## src/rtl/clock_domain_gen.sv

```systemverilog
// Multi-channel 50%-duty clock divider with run-time reconfiguration applied at ch0's fall point.
// Outputs are registered, so there are no combinational paths. cfg_ready is low while a captured setting waits to be applied.
module clock_domain_gen #(
  parameter int                        NUM_CH      = 4,
  parameter int                        CNT_W       = 8,
  parameter logic [NUM_CH*CNT_W-1:0]   DEFAULT_DIV = {8'd3, 8'd3, 8'd0, 8'd0},
  parameter logic [NUM_CH-1:0]         DEFAULT_INV = 4'b1100
) (
  input  logic                      clock,
  input  logic                      reset,
  input  logic                      cfg_valid,
  output logic                      cfg_ready,
  input  logic [NUM_CH*CNT_W-1:0]   cfg_div,
  input  logic [NUM_CH-1:0]         cfg_inv,
  output logic [NUM_CH-1:0]         clk_out,
  output logic [NUM_CH-1:0]         rise_tick
);

  typedef enum logic {IDLE, PEND} state_t;

  state_t                        state_q, state_d;
  logic [NUM_CH-1:0][CNT_W-1:0]  cnt_q, cnt_d;
  logic [NUM_CH-1:0][CNT_W-1:0]  lim_q;
  logic [NUM_CH-1:0][CNT_W-1:0]  sh_div_q;
  logic [NUM_CH-1:0]             tog_q, tog_d;
  logic [NUM_CH-1:0]             inv_q;
  logic [NUM_CH-1:0]             sh_inv_q;
  logic [NUM_CH-1:0]             clk_d;
  logic                          capture;
  logic                          apply;

  // Apply only at ch0's fall point so every channel restarts from a clean low phase.
  always_comb begin
    state_d   = state_q;
    capture   = 1'b0;
    apply     = 1'b0;
    cfg_ready = 1'b0;
    case (state_q)
      IDLE: begin
        cfg_ready = 1'b1;
        if (cfg_valid) begin
          capture = 1'b1;
          state_d = PEND;
        end
      end
      PEND: begin
        if (tog_q[0] && (cnt_q[0] == lim_q[0])) begin
          apply   = 1'b1;
          state_d = IDLE;
        end
      end
      default: state_d = IDLE;
    endcase
  end

  always_comb begin
    cnt_d = cnt_q;
    tog_d = tog_q;
    clk_d = clk_out;
    for (int i = 0; i < NUM_CH; i++) begin
      cnt_d[i] = cnt_q[i] + CNT_W'(1);
      tog_d[i] = tog_q[i];
      if (cnt_q[i] == lim_q[i]) begin
        cnt_d[i] = '0;
        tog_d[i] = ~tog_q[i];
      end
      clk_d[i] = tog_d[i] ^ inv_q[i];
      if (apply) begin
        cnt_d[i] = '0;
        tog_d[i] = 1'b0;
        clk_d[i] = sh_inv_q[i];
      end
    end
  end

  always_ff @(posedge clock) begin
    if (reset) begin
      state_q   <= IDLE;
      lim_q     <= DEFAULT_DIV;
      inv_q     <= DEFAULT_INV;
      cnt_q     <= '0;
      tog_q     <= '0;
      clk_out   <= DEFAULT_INV;
      rise_tick <= '0;
      sh_div_q  <= '0;
      sh_inv_q  <= '0;
    end else begin
      state_q   <= state_d;
      cnt_q     <= cnt_d;
      tog_q     <= tog_d;
      clk_out   <= clk_d;
      rise_tick <= clk_d & ~clk_out;
      if (capture) begin
        sh_div_q <= cfg_div;
        sh_inv_q <= cfg_inv;
      end
      if (apply) begin
        lim_q <= sh_div_q;
        inv_q <= sh_inv_q;
      end
    end
  end

endmodule

```

## config.mk

```make
export PLATFORM = sky130hd
export DESIGN_NAME = clock_domain_gen
export DESIGN_NICKNAME = d
export VERILOG_FILES = /design/src/rtl/clock_domain_gen.sv
export SDC_FILE = /design/constraint.sdc
export NUM_CORES = 1
export LEC_CHECK = 0
export ABC_AREA = 1
export BUFFER_PORTS_ARGS = -buffer_cell sky130_fd_sc_hd__buf_2
export CAP_MARGIN = 40
export CORE_MARGIN = 3
export CORE_UTILIZATION = 37
export CTS_CLUSTER_DIAMETER = 60
export DETAILED_ROUTE_END_ITERATION = 8
export GPL_TIMING_DRIVEN = 0
export SLEW_MARGIN = 5
export SYNTH_ARGS = -nofsm -noshare
export SYNTH_HDL_FRONTEND = slang
export SYNTH_SLANG_ARGS = --single-unit
```

## constraint.sdc

```tcl
create_clock -name clock -period 2.7 [get_ports clock]
set_input_delay 0.27 -clock clock [delete_from_list [all_inputs] [get_ports clock]]
set_output_delay 0.27 -clock clock [all_outputs]
set_load 0.005 [all_outputs]
```

==> results_dict.tcl, run 1 <==
set metrics [dict create \
    cts_setup_buffers 0 \
    initial_core_util_pct 38.1 \
    io_buffers 47 \
    p_leak_nw 2.57 \
    die_width_um 120 \
    crit_fanout 8 \
    syn_area_um2 4820 \
    worst_pin_slew_ns 0.600 \
    ys_top_cells_by_count "154 x nor2_1, 117 x dfxtp_1, 100 x nand2_1" \
    synth_xor_area_share_pct 4.54 \
    yosys.area_share.adder_pct 1.30 \
    synth.distinct_cells 33 \
    numCtsBuffers 17 \
    grt_max_degree 17 \
    grt_pass1_vias 4077 \
    clk_pin_slew_ns 0.05 \
    cts.path.max_buffers 2 \
    status "finished clean" \
    critical_path_buf_inv_count 3 \
    peakVddDrop_mv 0.554 \
    grt_first_pass_wirelength_um 19000 \
    hp-class "in -> reg" \
    yosysSeqAreaShare_pct 48.5 \
    drive_gt1_share_pct 15.9 \
    whs_ns 0.0821 \
    comb_power_share_pct 22.8 \
    fin_crit_sh_pct 74.3 \
    synth_nets 682 \
    required_ns 3.04 \
    drtIter0Drc 227 \
    slew_headroom_pct 60.0 \
    synth-compound-area-share_pct 10.9 \
    cts_hold_buf 0 \
    criticalPathCategory "reg -> reg" \
    synthFlopType "dfxtp_1" \
    synth_warnings 0 \
    cts.sinks 117 \
    power_mw 5.59 \
    synth_top_area_share_pct 48.5 \
    max_freq_ghz 0.498 \
    diodes 0 \
    dp.cells 857 \
    synthArstFlopShare_pct 0 \
    cts-root-buf "clkbuf_16" \
    routedWlPerCell_um 12.8 \
    cp_slowest_stage_delay_ns 0.29 \
    htreeDepth 4 \
    die_y_um 120 \
    switching_share_pct 30.9 \
    clk_latency_ns 0.41 \
    synth_mux_area_share_pct 0 \
    synth_cells 638 \
    switchingPower_mw 1.73 \
    maxCapViolCount 0 \
    hp-start "cfg_div[24]" \
    grt_use_total_pct 16.8 \
    crit_start "cnt_q[4]$_SDFF_PP0_" \
    firstDrtPassIters 5 \
    synth-simple-area-share_pct 27.7 \
    vias 4194 \
    rows 41 \
    gp_congestion 0.814 \
    p_clk_share_pct 38.5 \
    layoutNonFillerInstCount 889 \
    coreArea_um2 12700 \
    crit_path_start_kind "flip-flop" \
    p_int_mw 3.86 \
    cp_top_family "simple AND/OR/NAND/NOR gates" \
    viasPerCell 4.72 \
    n_fill_cell 1285 \
    rsz0062_at_grt "false" \
    slowest_stage "dfxtp_1" \
    crit_chain "buf_4, xnor2_1, and3b_1, nand3_1, inv_1, ha_1, nand2_4, clkinv_4, nor2_4, nand2_2, nor3b_2" \
    yosysMostFrequentCell "nor2_1" \
    rr_startpoint "cnt_q[4]$_SDFF_PP0_" \
    skew_ns 0.0103 \
    grt-ovfl-total 0 \
    dieArea_um2 14400 \
    power_frac_seq_pct 38.8 \
    synth-seq-cells 117 \
    dpl.hpwl_um 8050 \
    finalWorstSetupSlack_ns 0.693 \
    final_antenna_net_count 0 \
    drt_wl_total_um 11400 \
    endpoint_kind "flip-flop" \
    post-place-ws_ns 0.677 \
    layout.nets 748 \
    synth_top_family_by_area "simple AND/OR/NAND/NOR gates" \
    synth-edff-count 0 \
    hold_viol_final 0 \
    setup_tns_ns 0 \
    drcViolationCount 0 \
    setup_viol 0 \
    postSynthAreaPerCell_um2 7.56 \
    finalMaxSlewViolations 0 \
    min_period_ns 2.01 \
    cts_resized 0 \
    area_growth_pct 21.1 \
    synth_area_leaders "dfxtp_1 49%, nor2_1 12%, nand2_1 7.8%, o21ai_0 6.8%, inv_1 4.3%" \
    synth_largest_area_cell "dfxtp_1" \
    p_per_area_nw_per_um2 957 \
    antenna_found_initial 0 \
    cts_tree "yes" \
    crit_arrival_ns 2.34 \
    io_pins 48 \
]
==> metrics by stage <==
stage	cell area (um^2)	utilization, %
6_report	5840	46.1
4_1_cts	5840	46.1
2_1_floorplan	4820	-
3_5_place_dp	5280	41.6
3_3_place_gp	5280	41.6
5_1_grt	5840	46.1
==> flip-flops by register name, summed over array words and instances (netlist names) <==
register / count
inv_q: 4
sh_inv_q: 4
state_q: 1
clk_out: 4
lim_q: 32
sh_div_q: 32
tog_q: 4
cnt_q: 32
rise_tick: 4
==> power by group through the flow <==
| stage | logic (mW) | clock network (mW) | registers, mW |
|---|---|---|---|
| 6_report | 1.27 | 2.15 | 2.17 |
| 5_1_grt | 1.48 | 2.27 | 2.20 |
| 4_1_cts | 1.28 | 2.19 | 2.17 |
| 3_5_place_dp | 1.27 | 0 | 2.20 |
| 3_3_place_gp | 1.22 | 0 | 2.19 |
| 2_1_floorplan | 0.946 | 0 | 2.17 |
==> path summary, 6_finish.rpt <==
kind,end,slack (ns),depth (start not counted)
setup / recovery,cnt_q[23]$_SDFF_PP0_,0.69,11
hold / removal,sh_div_q[24]$_SDFFE_PP0P_,0.08,3
setup reg to reg,cnt_q[23]$_SDFF_PP0_,0.69,11
hold reg to reg,rise_tick[1]$_SDFF_PP0_,0.42,1
==> area by class of cell <==
class                      instances  area (um^2)  area share, %
tap                              172          215           3.68
clock inverter                    11          108           1.84
buffer                            23          115           1.97
inverter                          59          226           3.88
clock buffer                      21          460           7.88
multi-input combinational        439         2140           36.6
sequential                       117         2340           40.1
timing repair buffer              47          235           4.03
==> layer usage <==
| layer | wire length, um | track usage (%) | up-vias | share of wire, % |
|---|---|---|---|---|
| li1 | - | - | 2156 | - |
| met1 | 5080 | 19.7 | 1934 | 45 |
| met2 | 5650 | 28.4 | 86 | 50 |
| met3 | 423 | 5.66 | 18 | 3.7 |
| met4 | 216 | 6.37 | 0 | 1.9 |
| met5 | 0 | 0 | - | 0 |
==> worst register-to-register path: cells and delay by family (launching register included) <==
family,cells,cell delay (ns)
AND/OR/NAND/NOR,6,1.04
flip-flops,1,0.29
buffers and inverters,3,0.29
XOR/XNOR,1,0.11
adder cells (fa/ha/maj),1,0.20
==> layout by cell type (no fill, tap or decap), types with 14 or more instances in the layout <==
cell	netlist	final
xnor2_1	14	14
clkbuf_1	14	16
a21oi_1	21	21
inv_1	55	55
o21ai_0	66	66
nand2_1	100	100
dfxtp_1	117	117
clkbuf_16	0	17
buf_2	5	52
nand3_1	21	21
nor2_1	154	154
==> cells by family (layout without fill, tap and decap cells) <==
family | Yosys count | in the layout
simple gates | 310 | 310
flops | 117 | 117
compound gates | 99 | 99
buf+inv | 82 | 161
xor+xnor | 25 | 25
fa+ha+maj | 5 | 5
Note: power is estimated with default switching activity, not from simulation.
==> run 2, diff against run 1 <==
--- a/config.mk
+++ b/config.mk
@@ -5,7 +5,7 @@
 export SDC_FILE = /design/constraint.sdc
 export NUM_CORES = 1
 export LEC_CHECK = 0
-export ABC_AREA = 1
+export ABC_AREA = 0
 export BUFFER_PORTS_ARGS = -buffer_cell sky130_fd_sc_hd__buf_2
 export CAP_MARGIN = 40
 export CORE_MARGIN = 3
==> constraint.sdc (replaced) <==
create_clock -name clock -period 1.9 [get_ports clock]
set_input_delay 0.19 -clock clock [delete_from_list [all_inputs] [get_ports clock]]
set_output_delay 0.19 -clock clock [all_outputs]
set_load 0.005 [all_outputs]
==> results_dict.tcl, run 2 <==
set metrics [dict create \
    cts.path.max_buffers 2 \
    area_growth_pct 28.0 \
    finalWorstSetupSlack_ns 0.0413 \
    viasPerCell 4.68 \
    final_antenna_net_count 0 \
    grt_pass1_vias 3679 \
    r2r_end "rise_tick[1]$_SDFF_PP0_" \
    peakVddDrop_mv 0.603 \
    coreArea_um2 12100 \
    p_int_mw 5.36 \
    p_per_area_nw_per_um2 1260 \
    rsz0062_at_grt "true" \
    synth_top_area_share_pct 51.1 \
    r2r_slack_ns 0.04 \
    hold_viol_final 0 \
    cts_hold_buf 0 \
    p_leak_nw 2.30 \
    ys_top_cells_by_count "152 x nand2_1, 117 x dfxtp_1, 72 x a21oi_1" \
    maxCapViolCount 0 \
    rr_startpoint "cnt_q[5]$_SDFF_PP0_" \
    io_pins 48 \
    die_y_um 117 \
    hp-class "in -> reg" \
    worst_pin_slew_ns 0.576 \
    dieArea_um2 13800 \
    final_cell_mix "146 x nand2_1, 106 x dfxtp_1, 68 x a21oi_1" \
    cts.sinks 117 \
    dpl.hpwl_um 7410 \
    cp-endpoint "rise_tick[1]$_SDFF_PP0_" \
    synth-seq-cells 117 \
    r2r_cells 9 \
    skew_ns 0.00756 \
    synth_largest_area_cell "dfxtp_1" \
    power_frac_seq_pct 39.7 \
    die_width_um 117 \
    status "finished clean" \
    drt_wl_total_um 10400 \
    min_period_ns 1.86 \
    drtIter0Drc 213 \
    grt_first_pass_wirelength_um 17200 \
    cts-root-buf "clkbuf_16" \
    vias 3710 \
    io_buffers 46 \
    comb_power_share_pct 19.5 \
    clk_latency_ns 0.41 \
    finalMaxSlewViolations 0 \
    switching_share_pct 27.3 \
    synth_cells 538 \
    antenna_found_initial 0 \
    fin_util_pct 48.6 \
    synth_warnings 0 \
    synth-edff-count 0 \
    yosysMostFrequentCell "nand2_1" \
    synthArstFlopShare_pct 0 \
    drcViolationCount 0 \
    fin_crit_sh_pct 97.8 \
    syn_area_um2 4580 \
    firstDrtPassIters 4 \
    htreeDepth 4 \
    max_freq_ghz 0.538 \
    numCtsBuffers 17 \
    setup_viol 0 \
    synthFlopType "dfxtp_1" \
    hp-start "cfg_div[29]" \
    clk_pin_slew_ns 0.05 \
    layout_commonest_cell "nand2_1" \
    rows 40 \
    synth_nets 582 \
    grt_max_degree 17 \
    synth_area_leaders "dfxtp_1 51%, nand2_1 12%, a21oi_1 7.9%, xnor2_1 7.3%, xor2_1 4.8%" \
    slew_headroom_pct 61.6 \
    required_ns 2.24 \
    endpoint_kind "flip-flop" \
    reg.largest.list "cnt_q (32), lim_q (32), sh_div_q (32)" \
    yosysSeqAreaShare_pct 51.1 \
    layout.nets 656 \
    criticalPathCategory "reg -> reg" \
    switchingPower_mw 2.01 \
    gp_congestion 0.848 \
    cts_tree "yes" \
    synth.distinct_cells 31 \
    crit_fanout 5 \
    crit_start "cnt_q[5]$_SDFF_PP0_" \
    p_clk_share_pct 40.9 \
    crit_path_start_kind "flip-flop" \
    postSynthAreaPerCell_um2 8.52 \
    grt-ovfl-total 0 \
    initial_core_util_pct 38.0 \
    routedWlPerCell_um 13.2 \
    grt_use_total_pct 16.2 \
    post-place-ws_ns -0.108 \
    crit_arrival_ns 2.20 \
    drive_gt1_share_pct 22.1 \
    diodes 0 \
]
[run 2: cell count changes after synthesis, moves of 11 or more]
cell	before	now
xor2_1	11	25
nor2_1	154	40
a21oi_1	21	72
xnor2_1	14	38
nand2_1	100	152
o21ai_0	66	0
inv_1	55	4
and3_1	0	11
[run 2: worst max-delay path: stages, from the launching register on]
cell	delay (ns)
dfxtp_2	0.37
xnor2_1	0.13
nand4_1	0.22
nor2_2	0.17
ha_2	0.21
and2_4	0.16
buf_6	0.14
nand2_4	0.05
or2_4	0.23
a21oi_2	0.12
[run 2: layout make-up]
cell class	count	area [um^2]
sequential	117	2360
inverter	4	15.0
multi-input combinational	393	2250
clock buffer	28	527
buffer	24	149
clock inverter	3	40.0
timing repair buffer	55	309
fill	1133	6200
tap	168	210
[run 2: layer usage]
metal	vias to the layer above	GRT usage (%)	part of all wire (%)
li1	1903	-	-
met1	1728	19.8	45
met2	66	27.4	49
met3	13	5.14	4.3
met4	0	4.82	1.4
met5	-	0	0
[run 2: per-stage QoR]
stage	power [mW]	TNS, ns	hold slack (ns)	cell area, um^2	instances
floorplan	3.78	0	0.306	4580	538
global placement	4.13	-0.787	0.393	5020	752
detailed placement	4.16	-1.70	0.405	5020	752
CTS	7.22	-0.600	0.0115	5630	786
global route	7.76	-1.30	0.0198	5860	792
finish	7.38	0	0.0238	5860	792
[run 2: how the worst min path moves through the flow]
stage | endpoint | cells after the start
2_1_floorplan | state_q$_SDFF_PP0_ | 2
3_3_place_gp | rise_tick[0]$_SDFF_PP0_ | 1
4_1_cts | sh_div_q[29]$_SDFFE_PP0P_ | 3
6_report | sh_div_q[29]$_SDFFE_PP0P_ | 3
5_1_grt | sh_div_q[26]$_SDFFE_PP0P_ | 3
3_5_place_dp | rise_tick[1]$_SDFF_PP0_ | 1
[run 2: power by group through the flow]
stage	clock network, mW	registers, mW	logic [mW]
after detailed placement	0	2.96	1.20
after CTS	3.07	2.91	1.24
final	3.01	2.93	1.44
after global routing	3.19	2.96	1.61
after global placement	0	2.95	1.17
after floorplan	0	2.93	0.849
[run 2: kinds of logic (layout without fill, tap and decap cells)]
kind of cell,Yosys count,in the layout,share of synthesized area [%]
flip-flops,117,117,51.1
adder cells (fa/ha/maj),5,5,1.37
AND/OR/NAND/NOR,244,244,23.3
buffers and inverters,28,114,2.76
AO/OA/AOI/OAI,81,81,9.42
XOR/XNOR,63,63,12.0
[run 2: what timing repair did]
item,CTS,global route
pin swaps,2,26
setup buffers,3,5
resized for setup,9,61
setup endpoints to repair,45,61
cloned,0,1
hold endpoints to repair,0,0
